--- config.mk ---
export PLATFORM = sky130hd
export DESIGN_NAME = if_fetch_stage_flat
export DESIGN_NICKNAME = d
export VERILOG_FILES = /design/src/rtl/if_fetch_stage_pkg.sv /design/src/rtl/if_fetch_stage_if.sv /design/src/rtl/if_fetch_buf.sv /design/src/rtl/if_fetch_stage.sv /design/src/flat_wrapper.sv
export SDC_FILE = /design/constraint.sdc
export NUM_CORES = 1
export LEC_CHECK = 0
export ABC_AREA = 1
export CORE_MARGIN = 3
export CORE_UTILIZATION = 39
export CTS_CLUSTER_SIZE = 12
export DETAILED_ROUTE_END_ITERATION = 10
export GPL_TIMING_DRIVEN = 0
export PLACE_DENSITY = 0.69
export SYNTH_ARGS = -nofsm -noshare
export SYNTH_HDL_FRONTEND = slang
export SYNTH_SLANG_ARGS = --single-unit
--- constraint.sdc ---
create_clock -name clk -period 5 [get_ports clk]
set_input_delay 1 -clock clk [delete_from_list [all_inputs] [get_ports clk]]
set_output_delay 1 -clock clk [all_outputs]
set_load 0.005 [all_outputs]
--- src/rtl/if_fetch_stage_pkg.sv ---
// Shared types for the instruction-fetch stage: IF/ID register layout, fetch FSM states,
// bubble instruction and PC increment helper.
package if_fetch_stage_pkg;

  localparam int unsigned PC_W = 9;
  localparam logic [31:0] NOP_INSTR = 32'h00000013;

  typedef struct packed {
    logic [PC_W-1:0] Curr_Pc;
    logic [31:0]     Curr_Instr;
  } if_id_reg;

  typedef enum logic [1:0] {
    F_IDLE,
    F_WAIT,
    F_DROP
  } fetch_state_e;

  // PC arithmetic wraps modulo 2^PC_W by construction
  function automatic logic [PC_W-1:0] pc_next(input logic [PC_W-1:0] pc);
    return pc + PC_W'(4);
  endfunction

endpackage

--- src/rtl/if_fetch_stage_if.sv ---
// Instruction-memory request/ack bus; signal suffixes are from the fetch stage's point of view.
interface if_fetch_stage_if
  import if_fetch_stage_pkg::*;
();

  logic            imem_req_o;
  logic [PC_W-1:0] imem_addr_o;
  logic            imem_ack_i;
  logic [31:0]     imem_rdata_i;

  modport master (output imem_req_o, imem_addr_o, input imem_ack_i, imem_rdata_i);
  modport slave  (input imem_req_o, imem_addr_o, output imem_ack_i, imem_rdata_i);

endinterface

--- src/rtl/if_fetch_buf.sv ---
// Prefetch FIFO of fetched {pc, instr} entries; clear wins over push, push+pop allowed when full.
module if_fetch_buf
  import if_fetch_stage_pkg::*;
#(
  parameter  int unsigned DEPTH = 2,
  localparam int unsigned CNT_W = $clog2(DEPTH + 1)
) (
  input  logic             clk,
  input  logic             reset,
  input  logic             clear_i,
  input  logic             push_i,
  input  if_id_reg         push_data_i,
  input  logic             pop_i,
  output if_id_reg         head_o,
  output logic [CNT_W-1:0] count_o,
  output logic             empty_o,
  output logic             full_o
);

  localparam int unsigned PTR_W = (DEPTH > 1) ? $clog2(DEPTH) : 1;

  if_id_reg         mem_q [DEPTH];
  logic [PTR_W-1:0] rd_q, wr_q;
  logic [CNT_W-1:0] cnt_q;
  logic             do_push, do_pop;

  function automatic logic [PTR_W-1:0] ptr_inc(input logic [PTR_W-1:0] p);
    return (p == PTR_W'(DEPTH - 1)) ? '0 : p + PTR_W'(1);
  endfunction

  always_comb begin
    do_pop  = pop_i && (cnt_q != '0);
    do_push = push_i && ((cnt_q < CNT_W'(DEPTH)) || do_pop);
  end

  always_ff @(posedge clk or negedge reset) begin
    if (!reset) begin
      rd_q  <= '0;
      wr_q  <= '0;
      cnt_q <= '0;
    end else if (clear_i) begin
      rd_q  <= '0;
      wr_q  <= '0;
      cnt_q <= '0;
    end else begin
      if (do_push) wr_q <= ptr_inc(wr_q);
      if (do_pop)  rd_q <= ptr_inc(rd_q);
      cnt_q <= cnt_q + CNT_W'(do_push) - CNT_W'(do_pop);
    end
  end

  always_ff @(posedge clk) begin
    if (do_push && !clear_i) mem_q[wr_q] <= push_data_i;
  end

  assign head_o  = mem_q[rd_q];
  assign count_o = cnt_q;
  assign empty_o = (cnt_q == '0);
  assign full_o  = (cnt_q == CNT_W'(DEPTH));

endmodule

--- src/rtl/if_fetch_stage.sv ---
// RISC-V instruction-fetch stage: owns the PC, single-outstanding imem reads, prefetch buffer,
// IF/ID register with stall/flush. Optional perf counters enabled by `define IF_PERF_CNT_EN.
module if_fetch_stage
  import if_fetch_stage_pkg::*;
#(
  parameter int unsigned     BUF_DEPTH = 2,
  parameter logic [PC_W-1:0] RESET_PC  = '0,
  parameter logic [31:0]     NOP_INSTR = if_fetch_stage_pkg::NOP_INSTR
) (
  input  logic                    clk,
  input  logic                    reset,
  input  logic                    stall_i,
  input  logic                    flush_i,
  input  logic [PC_W-1:0]         redirect_pc_i,
  if_fetch_stage_if.master        imem,
  output if_id_reg                if_id_o,
  output logic                    if_id_valid_o
`ifdef IF_PERF_CNT_EN
  ,
  output logic [31:0]             perf_fetch_cnt_o,
  output logic [31:0]             perf_stall_cnt_o
`endif
);

  localparam int unsigned CNT_W  = $clog2(BUF_DEPTH + 1);
  localparam if_id_reg    BUBBLE = '{Curr_Pc: '0, Curr_Instr: NOP_INSTR};

  fetch_state_e     state_q;
  logic [PC_W-1:0]  pc_q;
  logic             req_q;
  if_id_reg         if_id_q;
  logic             valid_q;

  if_id_reg         buf_head;
  logic [CNT_W-1:0] buf_cnt;
  logic             buf_empty, buf_full;
  logic             pop, push, keep_req;
  logic [CNT_W:0]   cnt_after;

  always_comb begin
    pop       = !stall_i && !flush_i && !buf_empty;
    push      = (state_q == F_WAIT) && imem.imem_ack_i && !flush_i;
    // occupancy once this cycle's pop and push both land; another request only if a slot remains
    cnt_after = {1'b0, buf_cnt} + (CNT_W + 1)'(1) - (CNT_W + 1)'(pop);
    keep_req  = cnt_after < (CNT_W + 1)'(BUF_DEPTH);
  end

  if_fetch_buf #(
    .DEPTH (BUF_DEPTH)
  ) u_buf (
    .clk         (clk),
    .reset       (reset),
    .clear_i     (flush_i),
    .push_i      (push),
    .push_data_i ('{Curr_Pc: pc_q, Curr_Instr: imem.imem_rdata_i}),
    .pop_i       (pop),
    .head_o      (buf_head),
    .count_o     (buf_cnt),
    .empty_o     (buf_empty),
    .full_o      (buf_full)
  );

  always_ff @(posedge clk or negedge reset) begin
    if (!reset) begin
      state_q <= F_IDLE;
      pc_q    <= RESET_PC;
      req_q   <= 1'b0;
    end else begin
      unique case (state_q)
        F_IDLE: begin
          if (!flush_i && !buf_full) begin
            state_q <= F_WAIT;
            req_q   <= 1'b1;
          end
        end
        F_WAIT: begin
          if (imem.imem_ack_i) begin
            if (flush_i || !keep_req) begin
              state_q <= F_IDLE;
              req_q   <= 1'b0;
            end
          end else if (flush_i) begin
            state_q <= F_DROP;
            req_q   <= 1'b0;
          end
        end
        F_DROP: begin
          if (imem.imem_ack_i) state_q <= F_IDLE;
        end
        default: begin
          state_q <= F_IDLE;
          req_q   <= 1'b0;
        end
      endcase
      if (flush_i)   pc_q <= redirect_pc_i;
      else if (push) pc_q <= pc_next(pc_q);
    end
  end

  always_ff @(posedge clk or negedge reset) begin
    if (!reset) begin
      if_id_q <= BUBBLE;
      valid_q <= 1'b0;
    end else if (flush_i) begin
      if_id_q <= BUBBLE;
      valid_q <= 1'b0;
    end else if (!stall_i) begin
      if_id_q <= buf_empty ? BUBBLE : buf_head;
      valid_q <= !buf_empty;
    end
  end

  assign imem.imem_req_o  = req_q;
  assign imem.imem_addr_o = pc_q;
  assign if_id_o          = if_id_q;
  assign if_id_valid_o    = valid_q;

`ifdef IF_PERF_CNT_EN
  logic [31:0] fetch_cnt_q, stall_cnt_q;

  always_ff @(posedge clk or negedge reset) begin
    if (!reset) begin
      fetch_cnt_q <= '0;
      stall_cnt_q <= '0;
    end else begin
      if (pop)                 fetch_cnt_q <= fetch_cnt_q + 32'd1;
      if (stall_i && !flush_i) stall_cnt_q <= stall_cnt_q + 32'd1;
    end
  end

  assign perf_fetch_cnt_o = fetch_cnt_q;
  assign perf_stall_cnt_o = stall_cnt_q;
`endif

endmodule

--- src/flat_wrapper.sv ---
// flat-port wrapper written by rule: the top's interface ports become plain ports
module if_fetch_stage_flat import if_fetch_stage_pkg::*;
#(
  parameter int unsigned     BUF_DEPTH = 2,
  parameter logic [PC_W-1:0] RESET_PC  = '0,
  parameter logic [31:0]     NOP_INSTR = if_fetch_stage_pkg::NOP_INSTR
)
  (clk, reset, stall_i, flush_i, redirect_pc_i, if_id_o, if_id_valid_o, imem_imem_req_o, imem_imem_addr_o, imem_imem_ack_i, imem_imem_rdata_i);
  if_fetch_stage_if imem_i ();
  input  logic clk;
  input  logic reset;
  input  logic stall_i;
  input  logic flush_i;
  input  logic [PC_W-1:0] redirect_pc_i;
  output if_id_reg if_id_o;
  output logic if_id_valid_o;
  output wire logic [$bits(imem_i.imem_req_o)-1:0] imem_imem_req_o;
  output wire logic [$bits(imem_i.imem_addr_o)-1:0] imem_imem_addr_o;
  input wire logic [$bits(imem_i.imem_ack_i)-1:0] imem_imem_ack_i;
  input wire logic [$bits(imem_i.imem_rdata_i)-1:0] imem_imem_rdata_i;
  assign imem_imem_req_o = imem_i.imem_req_o;
  assign imem_imem_addr_o = imem_i.imem_addr_o;
  assign imem_i.imem_ack_i = imem_imem_ack_i;
  assign imem_i.imem_rdata_i = imem_imem_rdata_i;
  if_fetch_stage #(.BUF_DEPTH(BUF_DEPTH), .RESET_PC(RESET_PC), .NOP_INSTR(NOP_INSTR)) u_core (.clk(clk), .reset(reset), .stall_i(stall_i), .flush_i(flush_i), .redirect_pc_i(redirect_pc_i), .imem(imem_i), .if_id_o(if_id_o), .if_id_valid_o(if_id_valid_o));
endmodule
==> results.json, run 1 <==
{
  "crit_type": "in2reg",
  "final_cell_area_sq_um": 7296,
  "wl_mm": 10.44,
  "wl_per_cell_um": 15.08,
  "via_per_inst": 4.730,
  "rsz0062_at_grt": "no",
  "setup_viol": 0,
  "worst_clock_skew_ns": 0.006878,
  "yosysUniqueCellTypes": 28,
  "cp_data_required_time_ns": 5.11,
  "mostFrequentLayoutCells": "95 x clkdlybuf4s50_1, 82 x edfxtp_1, 77 x nand2_1",
  "postCtsResizedCells": 0,
  "worst_setup_path_start_kind": "input port",
  "synthTopCellsByArea": "edfxtp_1 46%, dfrtp_1 26%, mux2i_1 7.1%",
  "worstSetupEndpointType": "flip-flop",
  "die_area_sq_um": 15170,
  "power_density_nw_per_um2": 463.4,
  "start_util_pct": 40.10,
  "syn_nets": 434,
  "fill_cells": 1127,
  "rows": 42,
  "htree_levels": 4,
  "ctsHoldBuffers": 0,
  "cts_setup_buffers": 0,
  "ant_nets": 0,
  "min_period_over_period_pct": 54.21,
  "post-place-ws_ns": 1.836,
  "p_comb_share_pct": 15.3,
  "die_height_um": 123.2,
  "antenna_found_initial": 0,
  "slew_violations": 0,
  "hp-class": "reg2reg",
  "overflow": 0,
  "worstPathMaxFanout": 22,
  "intPower_mw": 2.600,
  "cts.sinks": 140,
  "hpwlAfterDp_mm": 7.384,
  "yosysWarnings": 0,
  "grt_pass1_wl_mm": 16.90,
  "grt_max_degree": 34,
  "io_pins": 98,
  "slew_headroom_pct": 53.99,
  "fin_setup_tns_ns": 0,
  "layout_commonest_cell": "clkdlybuf4s50_1",
  "pwr-share-clk_pct": 42.2,
  "track_usage_pct": 14.82,
  "insertion_delay_ns": 0.41,
  "io_buffer_count": 96,
  "core_sq_um": 13350,
  "min_period_ns": 2.710,
  "layout_setup_ws_ns": 2.290,
  "first_iter_violations": 191,
  "nets": 552,
  "place_area_sq_um": 6619,
  "clk_pin_slew_worst_paths_ns": 0.05,
  "arrival_ns": 2.82,
  "cts_buffers": 17,
  "synth-seq-area-share_pct": 73.19,
  "peakVddDrop_mv": 0.1975,
  "via_count": 3273,
  "cts_tree": "yes",
  "synth.cell_area_sq_um": 5353,
  "finalHoldViolCount": 0,
  "gp_congestion": 0.8258,
  "synth_top_area_share_pct": 46.00,
  "post-route-drc-count": 0,
  "area_delta_synth_final_pct": 36.30,
  "syn_inst": 385,
  "status": "finished clean",
  "drive_above_1_share_pct": 12.98,
  "drv_cap": 0,
  "syn-mean-instance-area_sq_um": 13.90,
  "root_buffer": "clkbuf_16",
  "max_freq_mhz": 369.0,
  "dr.pass1.iters": 4,
  "yosysTopAreaCell": "edfxtp_1",
  "power_leakage_nw": 2.778,
  "fin_util_pct": 54.66,
  "die_w_um": 123.2,
  "switching_power_uw": 780.6,
  "antenna_cells": 0,
  "p_seq_share_pct": 42.5,
  "grt_pass1_vias": 3437,
  "synth_seq_cells": 140,
  "clock_path_buffers": 2,
  "tightest_slew_ns": 0.6885,
  "p_sw_share_pct": 23.09
}
[path summary, 6_finish.rpt]
| kind | start | endpoint | slack, ns | cells after the start |
|---|---|---|---|---|
| max in group asynchronous | reset | u_core.if_id_o[1]$_DFFE_PN1P_ | 3.71 | 2 |
| worst max-delay path | imem_imem_ack_i | u_core.u_buf.mem_q[0][22]$_DFFE_PP_ | 2.29 | 6 |
| min in group asynchronous | reset | u_core.if_id_o[28]$_DFFE_PN0P_ | 0.61 | 1 |
| worst min register to register | u_core.imem.imem_req_o$_DFFE_PN0P_ | u_core.imem.imem_req_o$_DFFE_PN0P_ | 0.47 | 2 |
| worst max register to register | u_core.state_q[1]$_DFFE_PN0P_ | u_core.u_buf.mem_q[0][22]$_DFFE_PP_ | 2.93 | 6 |
| worst min-delay path | u_core.imem.imem_req_o$_DFFE_PN0P_ | u_core.imem.imem_req_o$_DFFE_PN0P_ | 0.47 | 2 |
[cells by family after synthesis]
kind of cell	count (synthesis)	share of synthesized area (%)
and+or+nand+nor	110	8.742
xor gates and xnor gates	5	0.8183
muxes	38	7.106
AOI/OAI and AO/OA	56	5.914
adders and majority gates	3	0.7013
DFF	140	73.19
buffers and inverters	33	3.529
[sequential cells by signal, summed over array words and instances (netlist names)]
name,flops
u_core.u_buf.count_o,2
u_core.state_q,2
u_core.u_buf.wr_q,1
u_core.u_buf.rd_q,1
u_core.u_buf.mem_q,82
u_core.imem.imem_req_o,1
u_core.if_id_o,41
u_core.if_id_valid_o,1
u_core.imem.imem_addr_o,9
[critical path, stage by stage]
cell and delay [ns]:
clkdlybuf4s50_1 0.54, nand3_2 0.13, nor2_4 0.17, o21ai_2 0.15
nor2_4 0.56, buf_16 0.25
[synth_stat cells]
library cell,number
nor2_4,3
a21oi_1,7
inv_2,3
ha_1,3
nor2_2,1
nor3_1,1
nand3_2,1
buf_4,6
nand4_1,1
xnor2_1,3
buf_6,5
a31oi_1,1
nor2_1,15
inv_1,15
mux2i_1,38
dfrtp_1,55
o21ai_1,35
nand2_4,1
o21bai_1,2
edfxtp_1,82
buf_2,4
o21ai_2,6
xor2_1,2
dfstp_2,3
o211ai_1,3
nand2_1,77
o21ai_0,2
nand3_1,10
[power by group through the flow]
stage | Combinational (mW) | Clock [mW] | Sequential, mW
2_1_floorplan | 0.285 | 0 | 1.45
3_3_place_gp | 0.496 | 0 | 1.46
3_5_place_dp | 0.525 | 0 | 1.46
4_1_cts | 0.528 | 1.45 | 1.44
5_1_grt | 0.577 | 1.50 | 1.45
6_report | 0.517 | 1.43 | 1.44
[per-layer routing]
| layer | up-vias | wire length (um) | global-route usage [%] |
|---|---|---|---|
| met5 | - | 0 | 0 |
| met4 | 0 | 121 | 5.329 |
| met3 | 14 | 709 | 5.398 |
| met2 | 86 | 5344 | 25.31 |
| met1 | 1591 | 4260 | 17.17 |
| li1 | 1582 | - | - |
[area by class of cell]
cell class	instances	area [sq um]	share of cell area [%]
clock buffers	19	432.9	5.934
inverters	18	67.56	0.9261
flip-flops and latches	140	3918	53.70
clock inverters	13	244.0	3.344
multi-input cells	212	1261	17.29
well taps	176	220.2	3.018
plain buffers	15	121.4	1.664
repair buffers	99	1031	14.13
[per-stage QoR]
step / instances / hold slack (ns) / power (mW)
after floorplan: 385 / 0.4620 / 1.733
after global placement: 657 / 0.4632 / 1.952
after detailed placement: 660 / 0.4650 / 1.985
after CTS: 692 / 0.4786 / 3.421
after global routing: 692 / 0.5131 / 3.536
final: 692 / 0.4711 / 3.381
(Power assumes the default switching activity.)
==> inputs of run 2 (changes only) <==
- clock period: 5 -> 2.7 ns (I/O delays scaled with it)
==> results of run 2 <==
The final DEF is identical to that of run 1. Status: finished clean.
Among the figures that moved: setup slack after placement 1.836 ns -> -0.004460 ns; setup slack after layout 2.290 ns -> 0.4497 ns; hold slack 0.4711 ns -> 0.1495 ns; register-to-register setup slack 2.93 ns -> 0.63 ns; total power 3.381 mW -> 6.260 mW; worst IR drop on VDD 0.1975 mV -> 0.3658 mV
==> inputs of run 3 (changes only) <==
- PLACE_DENSITY: 0.69 -> 0.72
- clock period: 2.7 -> 1.9 ns (I/O delays scaled with it)
==> run 3 against run 2 <==
Total power up 31%; clock skew about the same; worst hold slack better by 0.20 ns; sequential power is 42% higher; combinational power grew 50%; non-clock buffer count rose by 7; first-iteration DRC count down 2.1%; routed wire length up 2.0%; global-route usage is 0.073 points higher; critical path depth increased by 3; final area fell by 0.12%.
==> results.json, run 3 (synthesized netlist as in run 1, its figures left out) <==
{
  "status": "finished clean",
  "power_leakage_nw": 2.777,
  "gp_congestion": 0.8157,
  "hpwlAfterDp_mm": 7.565,
  "slowest_stage": "clkdlybuf4s50_1",
  "htree_levels": 4,
  "drive_above_1_share_pct": 14.12,
  "peakVddDrop_mv": 0.5010,
  "area_delta_synth_final_pct": 36.14,
  "power.total_mw": 8.191,
  "fin_setup_tns_ns": 0,
  "arrival_ns": 2.16,
  "worst_setup_path_start_kind": "input port",
  "cp_common_cell": "ha_1",
  "worstSetupEndpointType": "flip-flop",
  "stdcell_count": 700,
  "grt_pass1_wl_mm": 17.03,
  "wl_mm": 10.65,
  "cp_data_required_time_ns": 2.19,
  "power_density_nw_per_um2": 1124,
  "mostFrequentLayoutCells": "95 x clkdlybuf4s50_1, 82 x edfxtp_1, 77 x nand2_1",
  "path_cells": "clkdlybuf4s50_1 -> nand3_2 -> nor2_4 -> o21ai_4 -> ha_1 -> inv_1 -> ha_1 -> xor2_1 -> nor2_1",
  "via_count": 3312,
  "post-place-cells": 661,
  "overflow": 0,
  "setup_viol": 0,
  "start_util_pct": 40.10,
  "worstPathMaxFanout": 6,
  "holdCritStartpoint": "flush_i",
  "clk_pin_slew_worst_paths_ns": 0.05,
  "slew_violations": 0,
  "hp-class": "in2reg",
  "crit_path_max_incr_delay_ns": 0.53,
  "cp_num_buf_inv": 2,
  "via_per_inst": 4.731,
  "grt_max_degree": 24,
  "regToRegSetupSlack_ns": 0.06,
  "slew_headroom_pct": 64.98,
  "rows": 42,
  "largest_reg_flops": 82,
  "nets": 560,
  "min_period_ns": 1.867,
  "layout_commonest_cell": "clkdlybuf4s50_1",
  "grt_pass1_vias": 3477,
  "core_sq_um": 13350,
  "cts_tree": "yes",
  "min_path_cells": 4,
  "insertion_delay_ns": 0.40,
  "wl_per_cell_um": 15.21,
  "cts_buffers": 17,
  "crit_family": "buffers and inverters",
  "io_buffer_count": 96,
  "finalHoldViolCount": 0,
  "antenna_found_initial": 0,
  "ff2ff_path_depth": 9,
  "clock_path_buffers": 2,
  "drv_cap": 0,
  "crit_type": "in2reg",
  "max_freq_mhz": 535.5,
  "top_register": "u_core.u_buf.mem_q",
  "die_height_um": 123.2,
  "post-route-drc-count": 0,
  "timing.rr.end": "u_core.u_buf.count_o[1]$_DFF_PN0_",
  "worst_clock_skew_ns": 0.006921,
  "min_period_over_period_pct": 98.28,
  "holdPathEnd": "u_core.imem.imem_addr_o[0]$_DFFE_PN0P_",
  "root_buffer": "clkbuf_16",
  "first_iter_violations": 187,
  "dr.pass1.iters": 4,
  "antenna_cells": 0,
  "cts.sinks": 140,
  "ant_nets": 0,
  "track_usage_pct": 14.90,
  "die_w_um": 123.2,
  "io_pins": 98,
  "die_area_sq_um": 15170,
  "tightest_slew_ns": 0.5253,
  "crit-reg2reg-launch": "u_core.state_q[1]$_DFFE_PN0P_"
}
==> run 3: cell types whose count changed in the layout (fill, tap and decap cells not counted), moves of 2 or more <==
cell	previous run	this run
clkbuf_8	0	2
bufinv_16	7	1
clkinv_1	2	0
clkbuf_1	2	4
buf_4	6	9
buf_16	2	4
clkinv_2	2	7
==> run 3: layout make-up <==
type                    count  area (sq um)
clock buffers              23         467.9
fillers                  1125          6061
multi-input cells         213          1280
well taps                 176         220.2
flip-flops and latches    140          3918
clock inverters             9         73.82
inverters                  18         67.56
repair buffers            106          1139
plain buffers              15         121.4
==> run 3: timing repair <==
item,CTS,global route
endpoints found under the hold margin,19,0
gates cloned,1,0
pin swaps,2,2
buffers inserted,2,3
resized for setup,1,1
setup endpoints to repair,75,2
hold buffers,1,0
==> run 3: per-layer routing <==
| metal | GRT usage, % | routed length, um | up-vias |
|---|---|---|---|
| met4 | 4.637 | 112 | 0 |
| li1 | - | - | 1599 |
| met2 | 25.21 | 5463 | 87 |
| met1 | 18.18 | 4467 | 1612 |
| met5 | 0 | 0 | - |
| met3 | 4.803 | 602 | 14 |
==> run 3: worst register-to-register path: stages, from the launching register on <==
cell and delay (ns):
dfrtp_1 0.37, inv_1 0.13, nand3_2 0.12, nor2_4 0.18
o21ai_4 0.15, ha_1 0.31, inv_1 0.04, ha_1 0.19
xor2_1 0.18, nor2_1 0.06
==> run 3: worst max-delay path by stage <==
stage / from / endpoint / slack [ns] / depth (start not counted)
after floorplan: u_core.state_q[1]$_DFFE_PN0P_ / u_core.u_buf.mem_q[0][0]$_DFFE_PP_ / -0.40 / 5
after global placement: imem_imem_ack_i / u_core.u_buf.mem_q[1][26]$_DFFE_PP_ / -1.58 / 5
after detailed placement: imem_imem_ack_i / u_core.u_buf.mem_q[1][25]$_DFFE_PP_ / -0.67 / 6
after CTS: imem_imem_ack_i / u_core.u_buf.count_o[1]$_DFF_PN0_ / 0.01 / 9
after global routing: u_core.state_q[1]$_DFFE_PN0P_ / u_core.u_buf.count_o[1]$_DFF_PN0_ / -0.03 / 9
final: imem_imem_ack_i / u_core.u_buf.count_o[1]$_DFF_PN0_ / 0.03 / 9
==> run 3: power breakdown <==
part	leakage, nW	internal, mW	switching, mW	total, mW
registers	1.52	3.58	0.198	3.78
logic	0.985	0.722	0.714	1.44
clock network	0.274	1.85	1.12	2.97
total	2.78	6.16	2.03	8.19
==> run 3: through the flow <==
stage | instance area, sq um | setup slack [ns] | util, % | hold WS [ns]
3_5_place_dp | 6654 | -0.6721 | 49.85 | 0.3854
5_1_grt | 7287 | -0.03080 | 54.59 | 0.3594
3_3_place_gp | 6539 | -1.580 | 48.99 | 0.4669
4_1_cts | 7257 | 0.01023 | 54.37 | 0.3292
6_report | 7287 | 0.03262 | 54.59 | 0.3524
2_1_floorplan | 5358 | -0.3957 | - | 0.08441
